[src/rtl/img_pkg.sv]
// Shared image-pipeline definitions: frame geometry, pixel width and the UART
// receiver state encoding. Reused by the loader and the shrink/effects units.
package img_pkg;

  localparam int unsigned BPP    = 3;                // bytes per pixel
  localparam int unsigned HIEGHT = 30;               // image rows
  localparam int unsigned WIDTH  = 30;               // image columns
  localparam int unsigned PEXILS = HIEGHT * WIDTH;   // pixels per frame
  localparam int unsigned SZ     = 8 * BPP;          // pixel width in bits
  localparam int unsigned ADDR_W = $clog2(PEXILS);   // pixel store address width

  typedef enum logic [2:0] {
    StIdle,
    StStart,
    StData,
    StParity,
    StStop
  } rx_state_e;

endpackage

[src/rtl/uart_rx_byte.sv]
// Oversampling UART byte receiver: 2-flop synchronizer, framing FSM and tick
// counter. Emits a one-cycle byte_valid_o in the stop-bit sample cycle and a
// registered one-cycle frame_err_o for a bad stop bit.
// Optional macro RX_PARITY_EN: expect an even-parity bit between bit 7 and stop.
module uart_rx_byte
  import img_pkg::*;
#(
  parameter int unsigned TICK_PER_BIT = 434
) (
  input  logic       clk_i,
  input  logic       rst_i,
  input  logic       rx_i,
  output logic       byte_valid_o,
  output logic [7:0] byte_data_o,
  output logic       frame_err_o
);

  localparam int unsigned TickW = $clog2(TICK_PER_BIT);
  localparam logic [TickW-1:0] TickLast = TickW'(TICK_PER_BIT - 1);
  localparam logic [TickW-1:0] TickHalf = TickW'(TICK_PER_BIT / 2 - 1);

  logic             rx_meta_q, rx_s_q;
  rx_state_e        state_q, state_d;
  logic [TickW-1:0] tick_q, tick_d;
  logic [2:0]       bit_q, bit_d;
  logic [7:0]       shift_q, shift_d;
  logic             frame_err_q, frame_err_d;
`ifdef RX_PARITY_EN
  logic             par_err_q, par_err_d;
`endif

  // Bring the asynchronous line into the clock domain; idle level is high.
  always_ff @(posedge clk_i) begin
    if (rst_i) begin
      rx_meta_q <= 1'b1;
      rx_s_q    <= 1'b1;
    end else begin
      rx_meta_q <= rx_i;
      rx_s_q    <= rx_meta_q;
    end
  end

  // Framing state, tick/bit counters and shift register.
  always_ff @(posedge clk_i) begin
    if (rst_i) begin
      state_q     <= StIdle;
      tick_q      <= '0;
      bit_q       <= '0;
      shift_q     <= '0;
      frame_err_q <= 1'b0;
`ifdef RX_PARITY_EN
      par_err_q   <= 1'b0;
`endif
    end else begin
      state_q     <= state_d;
      tick_q      <= tick_d;
      bit_q       <= bit_d;
      shift_q     <= shift_d;
      frame_err_q <= frame_err_d;
`ifdef RX_PARITY_EN
      par_err_q   <= par_err_d;
`endif
    end
  end

  // Next-state logic: start bit checked at half a bit, later bits one bit apart.
  always_comb begin
    state_d      = state_q;
    tick_d       = tick_q + 1'b1;
    bit_d        = bit_q;
    shift_d      = shift_q;
    frame_err_d  = 1'b0;
    byte_valid_o = 1'b0;
`ifdef RX_PARITY_EN
    par_err_d    = par_err_q;
`endif
    unique case (state_q)
      StIdle: begin
        tick_d = '0;
        if (!rx_s_q) state_d = StStart;
      end
      StStart: begin
        if (tick_q == TickHalf) begin
          tick_d = '0;
          bit_d  = '0;
          // A line already high again was a glitch, not a start bit.
          state_d = rx_s_q ? StIdle : StData;
        end
      end
      StData: begin
        if (tick_q == TickLast) begin
          tick_d  = '0;
          shift_d = {rx_s_q, shift_q[7:1]};
          bit_d   = bit_q + 1'b1;
          if (bit_q == 3'd7) begin
`ifdef RX_PARITY_EN
            state_d = StParity;
`else
            state_d = StStop;
`endif
          end
        end
      end
`ifdef RX_PARITY_EN
      StParity: begin
        if (tick_q == TickLast) begin
          tick_d    = '0;
          par_err_d = rx_s_q ^ (^shift_q);
          state_d   = StStop;
        end
      end
`endif
      StStop: begin
        if (tick_q == TickLast) begin
          tick_d  = '0;
          state_d = StIdle;
`ifdef RX_PARITY_EN
          // Bad parity and bad stop together still give a single error pulse.
          if (rx_s_q && !par_err_q) byte_valid_o = 1'b1;
          else                      frame_err_d  = 1'b1;
`else
          if (rx_s_q) byte_valid_o = 1'b1;
          else        frame_err_d  = 1'b1;
`endif
        end
      end
      default: state_d = StIdle;
    endcase
  end

  assign byte_data_o = shift_q;
  assign frame_err_o = frame_err_q;

endmodule

[src/rtl/uart_rx_loader.sv]
// Image loader: wraps uart_rx_byte, packs BPP bytes MSB-first into a pixel,
// strobes it into the pixel store at a linear address and flags load_done_o
// once the last pixel of the frame is written.
// Optional macro RX_PARITY_EN (handled in uart_rx_byte): even-parity framing.
// BPP must be at least 2.
module uart_rx_loader #(
  parameter int unsigned TICK_PER_BIT = 434,
  parameter int unsigned BPP          = img_pkg::BPP,
  parameter int unsigned HIEGHT       = img_pkg::HIEGHT,
  parameter int unsigned WIDTH        = img_pkg::WIDTH,
  localparam int unsigned PEXILS      = HIEGHT * WIDTH,
  localparam int unsigned SZ          = 8 * BPP,
  localparam int unsigned AW          = $clog2(PEXILS)
) (
  input  logic          clk_i,
  input  logic          rst_i,
  input  logic          rx_i,
  output logic          wr_en_o,
  output logic [AW-1:0] wr_addr_o,
  output logic [SZ-1:0] wr_data_o,
  output logic          busy_o,
  output logic          frame_err_o,
  output logic          load_done_o
);

  localparam int unsigned CntW = $clog2(BPP);
  localparam logic [CntW-1:0] CntLast  = CntW'(BPP - 1);
  localparam logic [AW-1:0]   AddrLast = AW'(PEXILS - 1);

  logic       byte_valid;
  logic [7:0] byte_data;

  // Leading bytes of the pixel in progress; the final byte joins at write time.
  logic [SZ-9:0]   pix_q, pix_d;
  logic [CntW-1:0] cnt_q, cnt_d;
  logic            wr_en_q, wr_en_d;
  logic [SZ-1:0]   wr_data_q, wr_data_d;
  logic [AW-1:0]   addr_q, addr_d;
  logic            done_q, done_d;

  uart_rx_byte #(
    .TICK_PER_BIT(TICK_PER_BIT)
  ) u_rx_byte (
    .clk_i       (clk_i),
    .rst_i       (rst_i),
    .rx_i        (rx_i),
    .byte_valid_o(byte_valid),
    .byte_data_o (byte_data),
    .frame_err_o (frame_err_o)
  );

  // Assembler and address counter state.
  always_ff @(posedge clk_i) begin
    if (rst_i) begin
      pix_q     <= '0;
      cnt_q     <= '0;
      wr_en_q   <= 1'b0;
      wr_data_q <= '0;
      addr_q    <= '0;
      done_q    <= 1'b0;
    end else begin
      pix_q     <= pix_d;
      cnt_q     <= cnt_d;
      wr_en_q   <= wr_en_d;
      wr_data_q <= wr_data_d;
      addr_q    <= addr_d;
      done_q    <= done_d;
    end
  end

  // Byte packing, write strobe, address advance and end-of-frame latch.
  always_comb begin
    pix_d     = pix_q;
    cnt_d     = cnt_q;
    wr_en_d   = 1'b0;
    wr_data_d = wr_data_q;
    addr_d    = addr_q;
    done_d    = done_q;

    if (byte_valid) begin
      if (cnt_q == CntLast) begin
        cnt_d = '0;
        pix_d = '0;
        // Once the frame is complete, bytes are still parsed but never written.
        if (!done_q) begin
          wr_en_d   = 1'b1;
          wr_data_d = {pix_q, byte_data};
        end
      end else begin
        cnt_d = cnt_q + 1'b1;
        pix_d = (pix_q << 8) | (SZ - 8)'(byte_data);
      end
    end

    if (wr_en_q) begin
      if (addr_q == AddrLast) done_d = 1'b1;
      else                    addr_d = addr_q + 1'b1;
    end
  end

  assign wr_en_o     = wr_en_q;
  assign wr_addr_o   = addr_q;
  assign wr_data_o   = wr_data_q;
  assign load_done_o = done_q;
  assign busy_o      = ((cnt_q != '0) || (addr_q != '0)) && !done_q;

endmodule
[config.mk]
export PLATFORM = sky130hd
export DESIGN_NAME = uart_rx_loader
export DESIGN_NICKNAME = d
export VERILOG_FILES = /design/src/rtl/img_pkg.sv /design/src/rtl/uart_rx_byte.sv /design/src/rtl/uart_rx_loader.sv
export SDC_FILE = /design/constraint.sdc
export NUM_CORES = 1
export LEC_CHECK = 0
export ABC_AREA = 0
export ABC_CLOCK_PERIOD_IN_PS = 3800
export CORE_MARGIN = 2
export CORE_UTILIZATION = 59
export DETAILED_ROUTE_END_ITERATION = 16
export PLACE_DENSITY = 0.88
export REMOVE_ABC_BUFFERS = 1
export SYNTH_ARGS = -nofsm -noshare
export SYNTH_HDL_FRONTEND = slang
export SYNTH_SLANG_ARGS = --single-unit
[constraint.sdc]
create_clock -name clk_i -period 3.8 [get_ports clk_i]
set_input_delay 0.57 -clock clk_i [delete_from_list [all_inputs] [get_ports clk_i]]
set_output_delay 0.57 -clock clk_i [all_outputs]
set_load 0.005 [all_outputs]
==> results_dict.tcl, run 1 <==
set metrics [dict create \
    setup_viol 0 \
    syn_inst 374 \
    holdPathStages 1 \
    p_switching_mw 0.323 \
    rows 27 \
    rr_startpoint "cnt_q[1]" \
    synth_top_area_frac 0.489 \
    via_count 2601 \
    maxCapViolCount 0 \
    clock-sinks 80 \
    min_period_ns 2.60 \
    multi_input_area_um2 1540 \
    grt_pass1_wl_um 10700 \
    grt_max_degree 48 \
    crit_path_start_kind "flip-flop" \
    p_seq_frac 0.583 \
    reg2reg_slack_ns 1.56 \
    insertedDiodeCount 0 \
    vias_per_cell 5.42 \
    yosys_warnings 0 \
    grt_pass1_vias 2407 \
    final_cell_area_um2 3850 \
    worstReg2RegEnd "wr_data_o[13]" \
    ys_seq_area_frac 0.489 \
    root_buffer "clkbuf_8" \
    cts.htree.levels 3 \
    die_h_um 78.5 \
    hold_end "u_rx_byte.rx_s_q" \
    p_leak_nw 1.36 \
    die_x_um 78.5 \
    finalSetupTns_ns 0 \
    total_power_mw 1.44 \
    clk_path_buf_depth 2 \
    clock_latency_ns 0.35 \
    intPower_mw 1.12 \
    min_from "u_rx_byte.rx_meta_q" \
    antenna_left 0 \
    report.final.slew_viol_count 0 \
    crit_fanout 7 \
    status "completed" \
    synth_top_flop_cell "dfxtp_1" \
    power.share.clock 0.404 \
    switching_share 0.223 \
    hold_class "reg -> reg" \
    endpoint_kind "output port" \
    cts.repair.resized 0 \
    fin_crit_sh 0.685 \
    finalHoldViolations 0 \
    fill_cells 433 \
    synthArstFlopShare 0 \
    cp.required_ns 3.23 \
    dp_hpwl_um 4220 \
    cp.arrival_ns 2.03 \
    netlist_area_um2 3280 \
    power_density_nw_per_um2 375 \
    ys_seq_elements 80 \
    r2r_cells 4 \
    routed_wirelength_um 6350 \
    synth_edf_count 0 \
    die_area_um2 6170 \
    p_comb_frac 0.013 \
    pre_cts_slack_ns 1.54 \
    detail_route.wl_per_cell_um 13.2 \
    place_congestion 0.850 \
    dpl-instance-area_um2 3660 \
    grt_usage 0.218 \
    globalRoute.totalOverflow 0 \
    seq_area_um2 1600 \
    fmax_ghz 0.384 \
    peakVddDrop_uv 282 \
    avgSynthCellArea_um2 8.77 \
    fin_worst_skew_ns 0.0123 \
    drt_iter0_drc 176 \
    drive_above_1_share 0.0735 \
    final_common_cell "dfxtp_1" \
    synth_area_leaders "dfxtp_1 (49%), nand2_1 (8.4%), a21oi_1 (6.7%), nor2_1 (4.1%), nand3_1 (3.5%)" \
    clkTransAtPathRegs_ns 0.08 \
    dpl.cell_count 464 \
    synth.distinct_cells 43 \
    finalNetCount 413 \
    io_buffers 40 \
    antenna_found_initial 0 \
    finalWorstSetupSlack_ns 1.20 \
    yosys.area.top_type "dfxtp_1" \
    worstMarginPinSlew_ns 1.01 \
    postCtsSetupBuffers 0 \
    crit_type "reg -> out" \
    rsz0062_at_grt "false" \
    coreArea_um2 5440 \
    floorplan.initialDensity 0.603 \
    remaining_drc_errors 0 \
    pin_count 41 \
    tritoncts "done" \
    ctsHoldBuffers 0 \
    firstDrtPassIters 4 \
    slew_headroom 0.324 \
    most-common-layout-cells "dfxtp_1 (80), nand2_1 (73), a21oi_1 (44)" \
    numCtsBuffers 9 \
    stdcell_count 480 \
    area_growth_pct 17.4 \
]
worst max-delay path: stages (launching register included):
cell and delay, ns:
dfxtp_1 0.39, or4_4 0.60, nor2_1 0.11, a31oi_1 0.11
clkdlybuf4s50_1 0.48
through the flow:
| stage | utilization | hold slack (ns) |
|---|---|---|
| floorplan | - | 0.389 |
| global route | 0.708 | 0.432 |
| global placement | 0.673 | 0.392 |
| detailed placement | 0.673 | 0.402 |
| CTS | 0.708 | 0.420 |
| finish | 0.708 | 0.415 |
cells by family (layout without fill, tap and decap cells):
group                      Yosys count  in the layout  share of synthesized area
adders and majority gates            7              7                     0.0267
and+or+nand+nor                    177            177                      0.269
xor gates and xnor gates            16             16                     0.0427
muxes                                9              9                     0.0275
DFF                                 80             80                      0.489
buffers and inverters               30             64                     0.0424
AOI/OAI and AO/OA                   55             55                      0.103
how the worst max path moves through the flow:
stage / start / endpoint / slack (ns) / depth (start not counted)
final: wr_addr_o[3] / busy_o / 1.20 / 4
after global routing: wr_addr_o[3] / busy_o / 1.11 / 4
after CTS: wr_addr_o[3] / busy_o / 1.20 / 4
after detailed placement: u_rx_byte.tick_q[0] / wr_data_o[13] / 1.54 / 5
after global placement: wr_addr_o[3] / busy_o / 1.64 / 4
after floorplan: u_rx_byte.tick_q[0] / wr_data_o[0] / 2.04 / 5
registers in the layout, summed over array words and instances (netlist names), 2 cells and up:
name	cells
u_rx_byte.bit_q	3
u_rx_byte.tick_q	9
u_rx_byte.state_q	3
pix_q	16
wr_data_o	24
u_rx_byte.byte_data_o	8
cnt_q	2
wr_addr_o	10
power by group through the flow:
stage               registers [mW]  clock network (mW)  logic, mW
CTS                          0.842               0.595     0.0193
floorplan                    0.861                   0    0.00520
global placement             0.861                   0     0.0192
detailed placement           0.862                   0     0.0193
finish                       0.842               0.583     0.0194
global route                 0.842               0.631     0.0217
layout make-up:
class                      instances  share of cell area
multi-input combinational        264               0.399
tap                               72              0.0234
inverter                           7             0.00682
timing repair buffer              41               0.105
clock buffer                      11              0.0393
clock inverter                     5              0.0104
sequential                        80               0.416
per-layer routing:
layer | vias up | wire length, um | track usage
met4 | 0 | 70 | 0.0737
met3 | 8 | 285 | 0.0586
met2 | 64 | 3170 | 0.365
met5 | - | 0 | 0
li1 | 1323 | - | -
met1 | 1206 | 2830 | 0.272
cells in the mapped netlist (2+ instances only):
master / number
or2_2: 2
nor2_1: 36
nor3b_1: 2
nor4b_1: 3
inv_1: 7
a21oi_1: 44
buf_2: 6
or4_4: 2
nand3b_1: 2
o21ai_0: 2
clkbuf_1: 12
or3_1: 2
xor2_1: 9
nand2b_1: 6
buf_4: 3
ha_1: 7
xnor2_1: 7
and4_1: 3
nand4_1: 6
nor3_1: 3
o32ai_2: 2
and3_1: 4
and4b_1: 2
dfxtp_1: 80
and4bb_2: 2
nand3_1: 23
mux2i_1: 9
nand2_1: 73
No activity file was read; power rests on OpenSTA's default activity.
==> inputs of run 2 (changes only) <==
Settings changed: ABC_CLOCK_PERIOD_IN_PS 3800 to 2200, CORE_UTILIZATION 59 to 49, PLACE_DENSITY 0.88 to 0.79.
Clock period 3.8 ns to 2.2 ns, I/O delays scaled along.
==> results_dict.tcl, run 2 (synthesis gave the netlist of run 1 again) <==
set metrics [dict create \
    status "finished with violations" \
    violations "DRC" \
    detail_route.wl_per_cell_um 12.9 \
    grt_pass1_wl_um 11000 \
    slew_headroom 0.574 \
    holdPathStages 3 \
    crit_fanout 7 \
    grtUsageMet1 0.227 \
    final_util 0.610 \
    worstMarginPinSlew_ns 0.639 \
    finalWorstSetupSlack_ns 0.0692 \
    firstDrtPassIters 11 \
    insertedDiodeCount 0 \
    finalSetupTns_ns 0 \
    final_common_cell "dfxtp_1" \
    remaining_drc_errors 6 \
    stdcell_count 490 \
    rr_startpoint "u_rx_byte.tick_q[0]" \
    endpoint_kind "output port" \
    die_h_um 85.8 \
    crit_path_cell_trace "or4_4 > nor2_1 > a31oi_1 > dlygate4sd2_1" \
    crit_path_start_kind "flip-flop" \
    pin_count 41 \
    routed_wirelength_um 6300 \
    tritoncts "done" \
    cp.arrival_ns 1.80 \
    rows 29 \
    hold_end "u_rx_byte.frame_err_o" \
    drive_above_1_share 0.0872 \
    antenna_left 0 \
    peakVddDrop_uv 415 \
    fmax_ghz 0.469 \
    die_area_um2 7360 \
    setup_viol 0 \
    pre_cts_slack_ns 0.279 \
    cpPeakStageDelay_ns 0.58 \
    floorplan.initialDensity 0.510 \
    die_x_um 85.8 \
    grt_max_degree 49 \
    finalNetCount 418 \
    grt_usage 0.187 \
    maxCapViolCount 0 \
    via_count 2598 \
    cts.htree.levels 3 \
    top_usage_layer "met2" \
    crit_slowest_cell "or4_4" \
    p_leak_nw 1.40 \
    io_buffers 40 \
    min_from "rst_i" \
    root_buffer "clkbuf_8" \
    fin_worst_skew_ns 0.0148 \
    drt_iter0_drc 195 \
    report.final.slew_viol_count 0 \
    reg2reg_slack_ns 0.30 \
    rsz0062_at_grt "false" \
    crit_type "reg -> out" \
    cp.required_ns 1.87 \
    fin_crit_sh 0.969 \
    hold_ws_ns 0.370 \
    postCtsSetupBuffers 0 \
    grt_pass1_vias 2533 \
    finalHoldViolations 0 \
    worstReg2RegEnd "u_rx_byte.bit_q[0]" \
    dp_hpwl_um 4210 \
    use_met2 0.308 \
    coreArea_um2 6420 \
    clk_path_buf_depth 2 \
    clkTransAtPathRegs_ns 0.09 \
    numCtsBuffers 9 \
    antenna_found_initial 0 \
    clock-sinks 80 \
    hold_class "in -> reg" \
    vias_per_cell 5.30 \
    power_density_nw_per_um2 669 \
    grtUsageMet3 0.0414 \
    area_growth_pct 19.5 \
    most-common-layout-cells "dfxtp_1 (79), nand2_1 (73), a21oi_1 (44)" \
    clock_latency_ns 0.36 \
    largest_register_ff_count 24 \
    globalRoute.totalOverflow 0 \
    dpl.cell_count 474 \
    r2r_cells 5 \
    min_period_ns 2.13 \
    place_congestion 0.915 \
]
[run 2: how the worst max path moves through the flow]
stage / startpoint / to / slack (ns)
after global routing: wr_addr_o[4] / busy_o / 0.01
final: wr_addr_o[3] / busy_o / 0.07
after detailed placement: wr_addr_o[3] / busy_o / 0.28
after CTS: wr_addr_o[3] / busy_o / 0.08
after global placement: wr_addr_o[3] / busy_o / 0.31
after floorplan: u_rx_byte.tick_q[0] / wr_data_o[0] / 0.44
[run 2: timing repair]
item | in CTS | in global routing
resized for setup | 2 | 0
endpoints found under the setup margin | 1 | 0
hold endpoints to repair | 0 | 0
hold buffers | 0 | 0
[run 2: through the flow]
stage / instance area, um2 / total power [mW]
after floorplan: 3170 / 1.50
after detailed placement: 3700 / 1.52
after CTS: 3920 / 2.64
final: 3920 / 2.62
after global routing: 3920 / 2.71
after global placement: 3700 / 1.52
[run 2: critical path, delay by kind of cell (launching register included)]
family	cells	cell delay [ns]
buffers and inverters	1	0.28
AOI/OAI and AO/OA	1	0.10
and+or+nand+nor	2	0.70
DFF	1	0.36
[run 2: power by group]
group	total [mW]	switching, mW	internal, mW
logic	0.0358	0.0257	0.0101
clock network	1.13	0.557	0.573
registers	1.45	0.00440	1.45
total	2.62	0.587	2.03
[run 2: final cells by class]
class | instances | area [um2]
repair buffers | 46 | 439
flip-flops and latches | 80 | 1600
inverters | 7 | 26.3
well taps | 77 | 96.3
fillers | 552 | 2510
clock inverters | 6 | 76.3
multi-input cells | 264 | 1540
clock buffers | 10 | 138
[run 2: per-layer routing]
metal / vias up / part of all wire
met2: 59 / 0.47
met3: 9 / 0.046
met5: - / 0
met4: 0 / 0.017
met1: 1193 / 0.47
li1: 1337 / -
